## config.mk

```make
export PLATFORM = sky130hd
export DESIGN_NAME = pwr_activity_counter_flat
export DESIGN_NICKNAME = d
export VERILOG_FILES = /design/src/rtl/pwr_activity_counter_pkg.sv /design/src/rtl/pwr_activity_counter_if.sv /design/src/rtl/pwr_activity_counter_chan_cnt.sv /design/src/rtl/pwr_activity_counter.sv /design/src/flat_wrapper.sv
export SDC_FILE = /design/constraint.sdc
export NUM_CORES = 1
export LEC_CHECK = 0
export ABC_CLOCK_PERIOD_IN_PS = 7200
export CAP_MARGIN = 30
export CORE_ASPECT_RATIO = 2
export CORE_MARGIN = 1
export CORE_UTILIZATION = 45
export DETAILED_ROUTE_END_ITERATION = 10
export GPL_TIMING_DRIVEN = 1
export PLACE_DENSITY_LB_ADDON = 0.12
export SYNTH_ARGS = -nofsm -noshare
export SYNTH_HDL_FRONTEND = slang
export SYNTH_HIERARCHICAL = 1
export SYNTH_SLANG_ARGS = --single-unit
```

## constraint.sdc

```tcl
create_clock -name clk -period 7.2 [get_ports clk]
set_input_delay 1.08 -clock clk [delete_from_list [all_inputs] [get_ports clk]]
set_output_delay 1.08 -clock clk [all_outputs]
set_load 0.05 [all_outputs]
```

## src/rtl/pwr_activity_counter_pkg.sv

```systemverilog
// Shared types and arithmetic helpers for the activity-counter power probe.
// Counter widths up to MAX_W bits and channel counts up to MAX_NCH are supported.
package pwr_pkg;

    localparam int MAX_W   = 32;
    localparam int MAX_NCH = 64;

    typedef enum logic {
        RD_IDLE = 1'b0,
        RD_CAPT = 1'b1
    } rd_state_t;

    // Unsigned add that clamps at 2^w-1; operands are zero-extended to MAX_W.
    function automatic logic [MAX_W-1:0] sat_add(
        input logic [MAX_W-1:0] a,
        input logic [MAX_W-1:0] b,
        input int unsigned      w
    );
        logic [MAX_W:0] sum;
        logic [MAX_W:0] lim;
        sum = {1'b0, a} + {1'b0, b};
        lim = ({{MAX_W{1'b0}}, 1'b1} << w) - {{MAX_W{1'b0}}, 1'b1};
        return (sum > lim) ? lim[MAX_W-1:0] : sum[MAX_W-1:0];
    endfunction

    function automatic logic [MAX_W-1:0] popcount(input logic [MAX_NCH-1:0] v);
        logic [MAX_W-1:0] n;
        n = '0;
        for (int i = 0; i < MAX_NCH; i++) begin
            n = n + {{(MAX_W-1){1'b0}}, v[i]};
        end
        return n;
    endfunction

endpackage

```

## src/rtl/pwr_activity_counter_if.sv

```systemverilog
// Activity/control inputs and read-port outputs of the power activity counter.
// master drives activity and read requests; slave is the counter.
interface pwr_activity_if #(
    parameter int NCH   = 8,
    parameter int TOT_W = 20
);
    localparam int SEL_W = $clog2(NCH) + 1;

    logic [NCH-1:0]   act_in;
    logic             cnt_en;
    logic             clr;
    logic             rd_req;
    logic [SEL_W-1:0] rd_sel;
    logic [TOT_W-1:0] rd_data;
    logic             rd_valid;
    logic [NCH-1:0]   sat;
    logic             busy;

    modport master (
        output act_in, cnt_en, clr, rd_req, rd_sel,
        input  rd_data, rd_valid, sat, busy
    );

    modport slave (
        input  act_in, cnt_en, clr, rd_req, rd_sel,
        output rd_data, rd_valid, sat, busy
    );

endinterface

```

## src/rtl/pwr_activity_counter_chan_cnt.sv

```systemverilog
// One monitored channel: edge detector, saturating transition counter, sticky sat flag.
// The raw edge strobe is exported so the top can accumulate the all-channel total.
module pwr_chan_cnt
    import pwr_pkg::*;
#(
    parameter int CNT_W     = 16,
    parameter int EDGE_MODE = 0
) (
    input  logic             clk,
    input  logic             reset_L,
    input  logic             i_act,
    input  logic             i_cnt_en,
    input  logic             i_clr,
    output logic             o_ev,
    output logic [CNT_W-1:0] o_cnt,
    output logic             o_sat
);

    localparam logic [CNT_W-1:0] CNT_MAX = '1;

    logic             r_act_q;
    logic [CNT_W-1:0] r_cnt;
    logic             r_sat;
    logic             w_ev;
    logic [MAX_W-1:0] w_sum;
    logic [MAX_W-1:0] w_unused_sum;

    always_comb begin
        w_ev  = (EDGE_MODE == 0) ? (i_act & ~r_act_q) : (i_act ^ r_act_q);
        w_sum = sat_add(MAX_W'(r_cnt), MAX_W'(w_ev), CNT_W);
    end

    assign w_unused_sum = w_sum;

    // act_q tracks the input unconditionally so enabling mid-stream sees no stale edge.
    always_ff @(posedge clk or negedge reset_L) begin
        if (!reset_L) begin
            r_act_q <= 1'b0;
            r_cnt   <= '0;
            r_sat   <= 1'b0;
        end else begin
            r_act_q <= i_act;
            if (i_clr) begin
                r_cnt <= '0;
                r_sat <= 1'b0;
            end else if (i_cnt_en) begin
                r_cnt <= w_sum[CNT_W-1:0];
                if (w_sum[CNT_W-1:0] == CNT_MAX) begin
                    r_sat <= 1'b1;
                end
            end
        end
    end

    assign o_ev  = w_ev;
    assign o_cnt = r_cnt;
    assign o_sat = r_sat;

endmodule

```

## src/rtl/pwr_activity_counter.sv

```systemverilog
// Power-estimation probe: per-channel transition counters, saturating total, registered read port.
//  state   | meaning
//  RD_IDLE | no read in flight; rd_req captures the selected value
//  RD_CAPT | captured value moves to rd_data, rd_valid pulses next cycle
module pwr_activity_counter
    import pwr_pkg::*;
#(
    parameter int NCH       = 8,
    parameter int CNT_W     = 16,
    parameter int TOT_W     = 20,
    parameter int EDGE_MODE = 0
) (
    input  logic           clk,
    input  logic           reset_L,
    pwr_activity_if.slave  bus
);

    localparam int SEL_W = $clog2(NCH) + 1;

    logic [NCH-1:0]     w_ev;
    logic [NCH-1:0]     w_sat;
    logic [CNT_W-1:0]   w_cnt [NCH];

    for (genvar g = 0; g < NCH; g++) begin : g_chan
        pwr_chan_cnt #(
            .CNT_W     (CNT_W),
            .EDGE_MODE (EDGE_MODE)
        ) u_chan (
            .clk      (clk),
            .reset_L  (reset_L),
            .i_act    (bus.act_in[g]),
            .i_cnt_en (bus.cnt_en),
            .i_clr    (bus.clr),
            .o_ev     (w_ev[g]),
            .o_cnt    (w_cnt[g]),
            .o_sat    (w_sat[g])
        );
    end

    logic [TOT_W-1:0]   r_tot;
    logic [MAX_NCH-1:0] w_ev_ext;
    logic [MAX_W-1:0]   w_tot_sum;
    logic [MAX_W-1:0]   w_unused_tot;

    always_comb begin
        w_ev_ext          = '0;
        w_ev_ext[NCH-1:0] = w_ev;
        w_tot_sum         = sat_add(MAX_W'(r_tot), popcount(w_ev_ext), TOT_W);
    end

    assign w_unused_tot = w_tot_sum;

    always_ff @(posedge clk or negedge reset_L) begin
        if (!reset_L) begin
            r_tot <= '0;
        end else if (bus.clr) begin
            r_tot <= '0;
        end else if (bus.cnt_en) begin
            r_tot <= w_tot_sum[TOT_W-1:0];
        end
    end

    // Out-of-range selects fall through to zero.
    logic [TOT_W-1:0] w_sel_val;

    always_comb begin
        w_sel_val = '0;
        for (int i = 0; i < NCH; i++) begin
            if (bus.rd_sel == SEL_W'(i)) begin
                w_sel_val = TOT_W'(w_cnt[i]);
            end
        end
        if (bus.rd_sel == SEL_W'(NCH)) begin
            w_sel_val = r_tot;
        end
    end

    rd_state_t        r_state;
    rd_state_t        w_state_nxt;
    logic             w_capt_en;
    logic [TOT_W-1:0] r_cap;
    logic [TOT_W-1:0] r_rd_data;
    logic             r_rd_valid;

    always_ff @(posedge clk or negedge reset_L) begin
        if (!reset_L) begin
            r_state <= RD_IDLE;
        end else begin
            r_state <= w_state_nxt;
        end
    end

    always_comb begin
        w_state_nxt = r_state;
        w_capt_en   = 1'b0;
        case (r_state)
            RD_IDLE: begin
                if (bus.rd_req) begin
                    w_state_nxt = RD_CAPT;
                    w_capt_en   = 1'b1;
                end
            end
            RD_CAPT: w_state_nxt = RD_IDLE;
            default: w_state_nxt = RD_IDLE;
        endcase
    end

    // Snapshot is taken before the request cycle's events land, so later clr cannot disturb it.
    always_ff @(posedge clk or negedge reset_L) begin
        if (!reset_L) begin
            r_cap      <= '0;
            r_rd_data  <= '0;
            r_rd_valid <= 1'b0;
        end else begin
            if (w_capt_en) begin
                r_cap <= w_sel_val;
            end
            if (r_state == RD_CAPT) begin
                r_rd_data <= r_cap;
            end
            r_rd_valid <= (r_state == RD_CAPT);
        end
    end

    assign bus.rd_data  = r_rd_data;
    assign bus.rd_valid = r_rd_valid;
    assign bus.sat      = w_sat;
    assign bus.busy     = (r_state == RD_CAPT);

endmodule

```

## src/flat_wrapper.sv

```systemverilog
// flat-port wrapper written by rule: the top's interface ports become plain ports
module pwr_activity_counter_flat import pwr_pkg::*;
#(
    parameter int NCH       = 8,
    parameter int CNT_W     = 16,
    parameter int TOT_W     = 20,
    parameter int EDGE_MODE = 0
)
  (clk, reset_L, bus_act_in, bus_cnt_en, bus_clr, bus_rd_req, bus_rd_sel, bus_rd_data, bus_rd_valid, bus_sat, bus_busy);
  pwr_activity_if #(.NCH(NCH), .TOT_W(TOT_W)) bus_i ();
  input  logic clk;
  input  logic reset_L;
  input wire logic [$bits(bus_i.act_in)-1:0] bus_act_in;
  input wire logic [$bits(bus_i.cnt_en)-1:0] bus_cnt_en;
  input wire logic [$bits(bus_i.clr)-1:0] bus_clr;
  input wire logic [$bits(bus_i.rd_req)-1:0] bus_rd_req;
  input wire logic [$bits(bus_i.rd_sel)-1:0] bus_rd_sel;
  output wire logic [$bits(bus_i.rd_data)-1:0] bus_rd_data;
  output wire logic [$bits(bus_i.rd_valid)-1:0] bus_rd_valid;
  output wire logic [$bits(bus_i.sat)-1:0] bus_sat;
  output wire logic [$bits(bus_i.busy)-1:0] bus_busy;
  assign bus_i.act_in = bus_act_in;
  assign bus_i.cnt_en = bus_cnt_en;
  assign bus_i.clr = bus_clr;
  assign bus_i.rd_req = bus_rd_req;
  assign bus_i.rd_sel = bus_rd_sel;
  assign bus_rd_data = bus_i.rd_data;
  assign bus_rd_valid = bus_i.rd_valid;
  assign bus_sat = bus_i.sat;
  assign bus_busy = bus_i.busy;
  pwr_activity_counter #(.NCH(NCH), .CNT_W(CNT_W), .TOT_W(TOT_W), .EDGE_MODE(EDGE_MODE)) u_core (.clk(clk), .reset_L(reset_L), .bus(bus_i));
endmodule
```

==> impl_metrics.json <==
{
  "gp_congestion": 0.958,
  "synth_edf_count": 0,
  "r2r_end": "u_core/r_tot[13]$_DFFE_PN0P_",
  "firstDrtPassIters": 5,
  "reg2reg_depth": 11,
  "die_w_um": 127,
  "power.leakage_nw": 5.84,
  "rows": 91,
  "totalWireLength_um": 44200,
  "crit_path_start_kind": "input pin",
  "p_per_area_nw_per_um2": 185,
  "grt_usage_pct": 27.7,
  "maxCapViolations": 0,
  "syn2layout_area_growth_pct": 9.37,
  "cts_htree_levels": 1,
  "async_flop_share_pct": 100,
  "fin_crit_sh_pct": 68.6,
  "clock_latency_ns": 0.54,
  "avgRoutedWirePerCell_um": 22.3,
  "core_area_um2": 30700,
  "yosys.area.top_type": "dfrtp_1",
  "synth_top_area_share_pct": 36.7,
  "clk_pin_slew_worst_paths_ns": 0.07,
  "antenna_found_initial": 0,
  "syn_nets": 1665,
  "crit_type": "input pin to flip-flop",
  "cts_sinks": 206,
  "whs_path_depth": 2,
  "io_buffers": 46,
  "hold_ws_ns": 0.465,
  "grt_pass1_wl_um": 68900,
  "vias": 12600,
  "synth.area.top_cells": "dfrtp_1, nor2_1, mux2_2, nand2_1, o21ai_0",
  "tns_ns": 0,
  "overflow": 0,
  "synth_area_um2": 14000,
  "worstHoldStart": "u_core/r_cap[18]$_DFFE_PN0P_",
  "setup_viol": 0,
  "crit-reg2reg-launch": "u_core/g_chan[0].u_chan/r_act_q$_DFF_PN0_",
  "min_period_ns": 4.94,
  "rsz0062_at_grt": "false",
  "clk_path_buf_depth": 3,
  "maxSlewHeadroom_pct": 29.2,
  "nets": 1640,
  "worst_pin_slew_ns": 1.06,
  "ys_seq_elements": 206,
  "ant_nets": 0,
  "yosys.cell_types.count": 77,
  "ys_seq_area_share_pct": 36.7,
  "grt_pass1_vias": 12300,
  "hold_path.class": "flip-flop to flip-flop",
  "ir_drop_mv": 0.186,
  "cts_hold_buf": 0,
  "outcome": "complete, no violations",
  "end_kind": "flip-flop",
  "hpwl_um": 32100,
  "grt_max_degree": 92,
  "cts-root-buf": "clkbuf_16",
  "skew_ns": 0.0221,
  "startpoint": "bus_act_in[0]",
  "yosys_warnings": 6,
  "max_freq_ghz": 0.202,
  "cts_resized": 0,
  "synthCells": 1621,
  "drive_gt1_share_pct": 9.32,
  "final-max-slew-violation-count": 0,
  "arrival_ns": 5.33,
  "synth-main-ff-cell": "dfrtp_1",
  "rrSetupSlack_ns": 2.94,
  "avgSynthCellArea_um2": 8.66,
  "cts_tree": "yes",
  "start_util_pct": 45.7,
  "antennaDiodeCount": 0,
  "cts_buffers": 22,
  "io_pins": 47,
  "die_y_um": 252,
  "cp_max_fo": 14,
  "vias_per_cell": 6.37,
  "cts_setup_buffers": 0,
  "hold_end": "u_core/r_cap[18]$_DFFE_PN0P_",
  "die-area_um2": 32000,
  "drc": 0,
  "dr.first_iter.drc_count": 818,
  "worstPathRequired_ns": 7.58,
  "hold_viol_final": 0
}
[registers in the layout, indices dropped and copies added (netlist names)]
| signal | flops |
|---|---|
| u_core/g_chan.u_chan/o_cnt | 128 |
| u_core/bus.rd_data | 20 |
| u_core/g_chan.u_chan/o_sat | 8 |
| u_core/r_cap | 20 |
| u_core/bus.rd_valid | 1 |
| u_core/g_chan.u_chan/r_act_q | 8 |
| u_core/r_tot | 20 |
| u_core/bus.busy | 1 |
[worst max-delay path: stages]
cell and delay (ns):
clkdlybuf4s50_1 0.47, nor2b_1 0.34, fa_1 0.50, inv_1 0.09, fa_1 0.43, fa_1 0.46, fa_1 0.39, nor2b_1 0.16
o211ai_1 0.12, a21oi_1 0.86, and4_2 0.38, nor3_2 0.04
[metal layers]
metal  wire length, µm  GRT usage (%)
met1             16200           29.3
met2             23900           52.7
met3              1590           2.40
met4              2530           15.7
met5                 0              0
[cell usage in the layout, fill, tap and decap left out, types with 8 or more instances in the layout]
cell and count:
dfrtp_1 206, nor2_1 165, nand2_1 158, o21ai_0 106
nand3_1 90, mux2_2 54, nor3_1 53, a211oi_1 49
inv_1 48, clkdlybuf4s50_1 42, a31oi_1 42, a21oi_1 42
nor2b_1 39, and4_1 34, mux2i_1 30, clkbuf_16 23
nand4_1 23, ha_1 22, a311oi_1 21, o22ai_1 21
xor2_1 21, o21bai_1 19, a22oi_1 18, or3_1 18
a221oi_1 14, nand2b_1 12, xnor2_1 12, and3_1 11
a32o_1 11, and2_1 10, nor4_1 10, buf_4 9
nor2_2 9, nor4bb_1 8, a41oi_1 8, o21a_1 8
[logic make-up (layout without fill, tap and decap cells)]
group,after synthesis,in the layout,share of synthesized area [%]
DFF,206,206,36.7
and+or+nand+nor,720,720,28.3
buffers and inverters,151,140,4.45
xor gates and xnor gates,33,33,2.06
adders and majority gates,27,27,2.67
muxes,84,84,6.47
AOI/OAI and AO/OA,400,400,19.3
[cells in the mapped netlist, drive strengths merged, types with 30 or more instances]
cell and instances:
a21oi 42, nand3 92, buf 39, and4 37
dfrtp 206, nor3 59, a31oi 42, nor2 175
nand2 159, inv 48, nor2b 39, nand4 32
o21ai 106, mux2 54, clkbuf 64, mux2i 30
a211oi 54
[report_power, final]
part,switching (mW),internal (mW),total [mW]
logic,0.240,0.127,0.367
clock network,0.501,0.731,1.23
registers,0.0388,1.20,1.24
[through the flow]
stage | worst slack (ns) | instances | utilization (%) | total power [mW] | cell area [µm²]
final | 2.26 | 1982 | 50.0 | 2.84 | 15400
after global routing | 2.03 | 1982 | 50.0 | 2.94 | 15400
after CTS | 2.28 | 1982 | 50.0 | 2.87 | 15400
after detailed placement | 1.74 | 1944 | 47.5 | 1.63 | 14600
after global placement | 1.79 | 1944 | 47.5 | 1.63 | 14600
after floorplan | 2.62 | 1621 | - | 1.49 | 14000
[worst max-delay path by stage]
stage	to	cells past startpoint
2_1_floorplan	u_core/r_tot[6]$_DFFE_PN0P_	14
3_3_place_gp	u_core/r_tot[13]$_DFFE_PN0P_	12
3_5_place_dp	u_core/r_tot[7]$_DFFE_PN0P_	12
4_1_cts	u_core/r_tot[13]$_DFFE_PN0P_	12
5_1_grt	u_core/r_tot[16]$_DFFE_PN0P_	14
6_report	u_core/r_tot[13]$_DFFE_PN0P_	12
[cell type report]
| class | count | area, µm² |
|---|---|---|
| Clock buffer | 31 | 646 |
| Clock inverter | 7 | 116 |
| Fill cell | 2947 | 15400 |
| Inverter | 48 | 180 |
| Multi-Input combinational cell | 1264 | 8270 |
| Sequential cell | 206 | 5150 |
| Tap cell | 372 | 465 |
| Timing Repair Buffer | 54 | 528 |
Power figures use the tool's default switching activity.
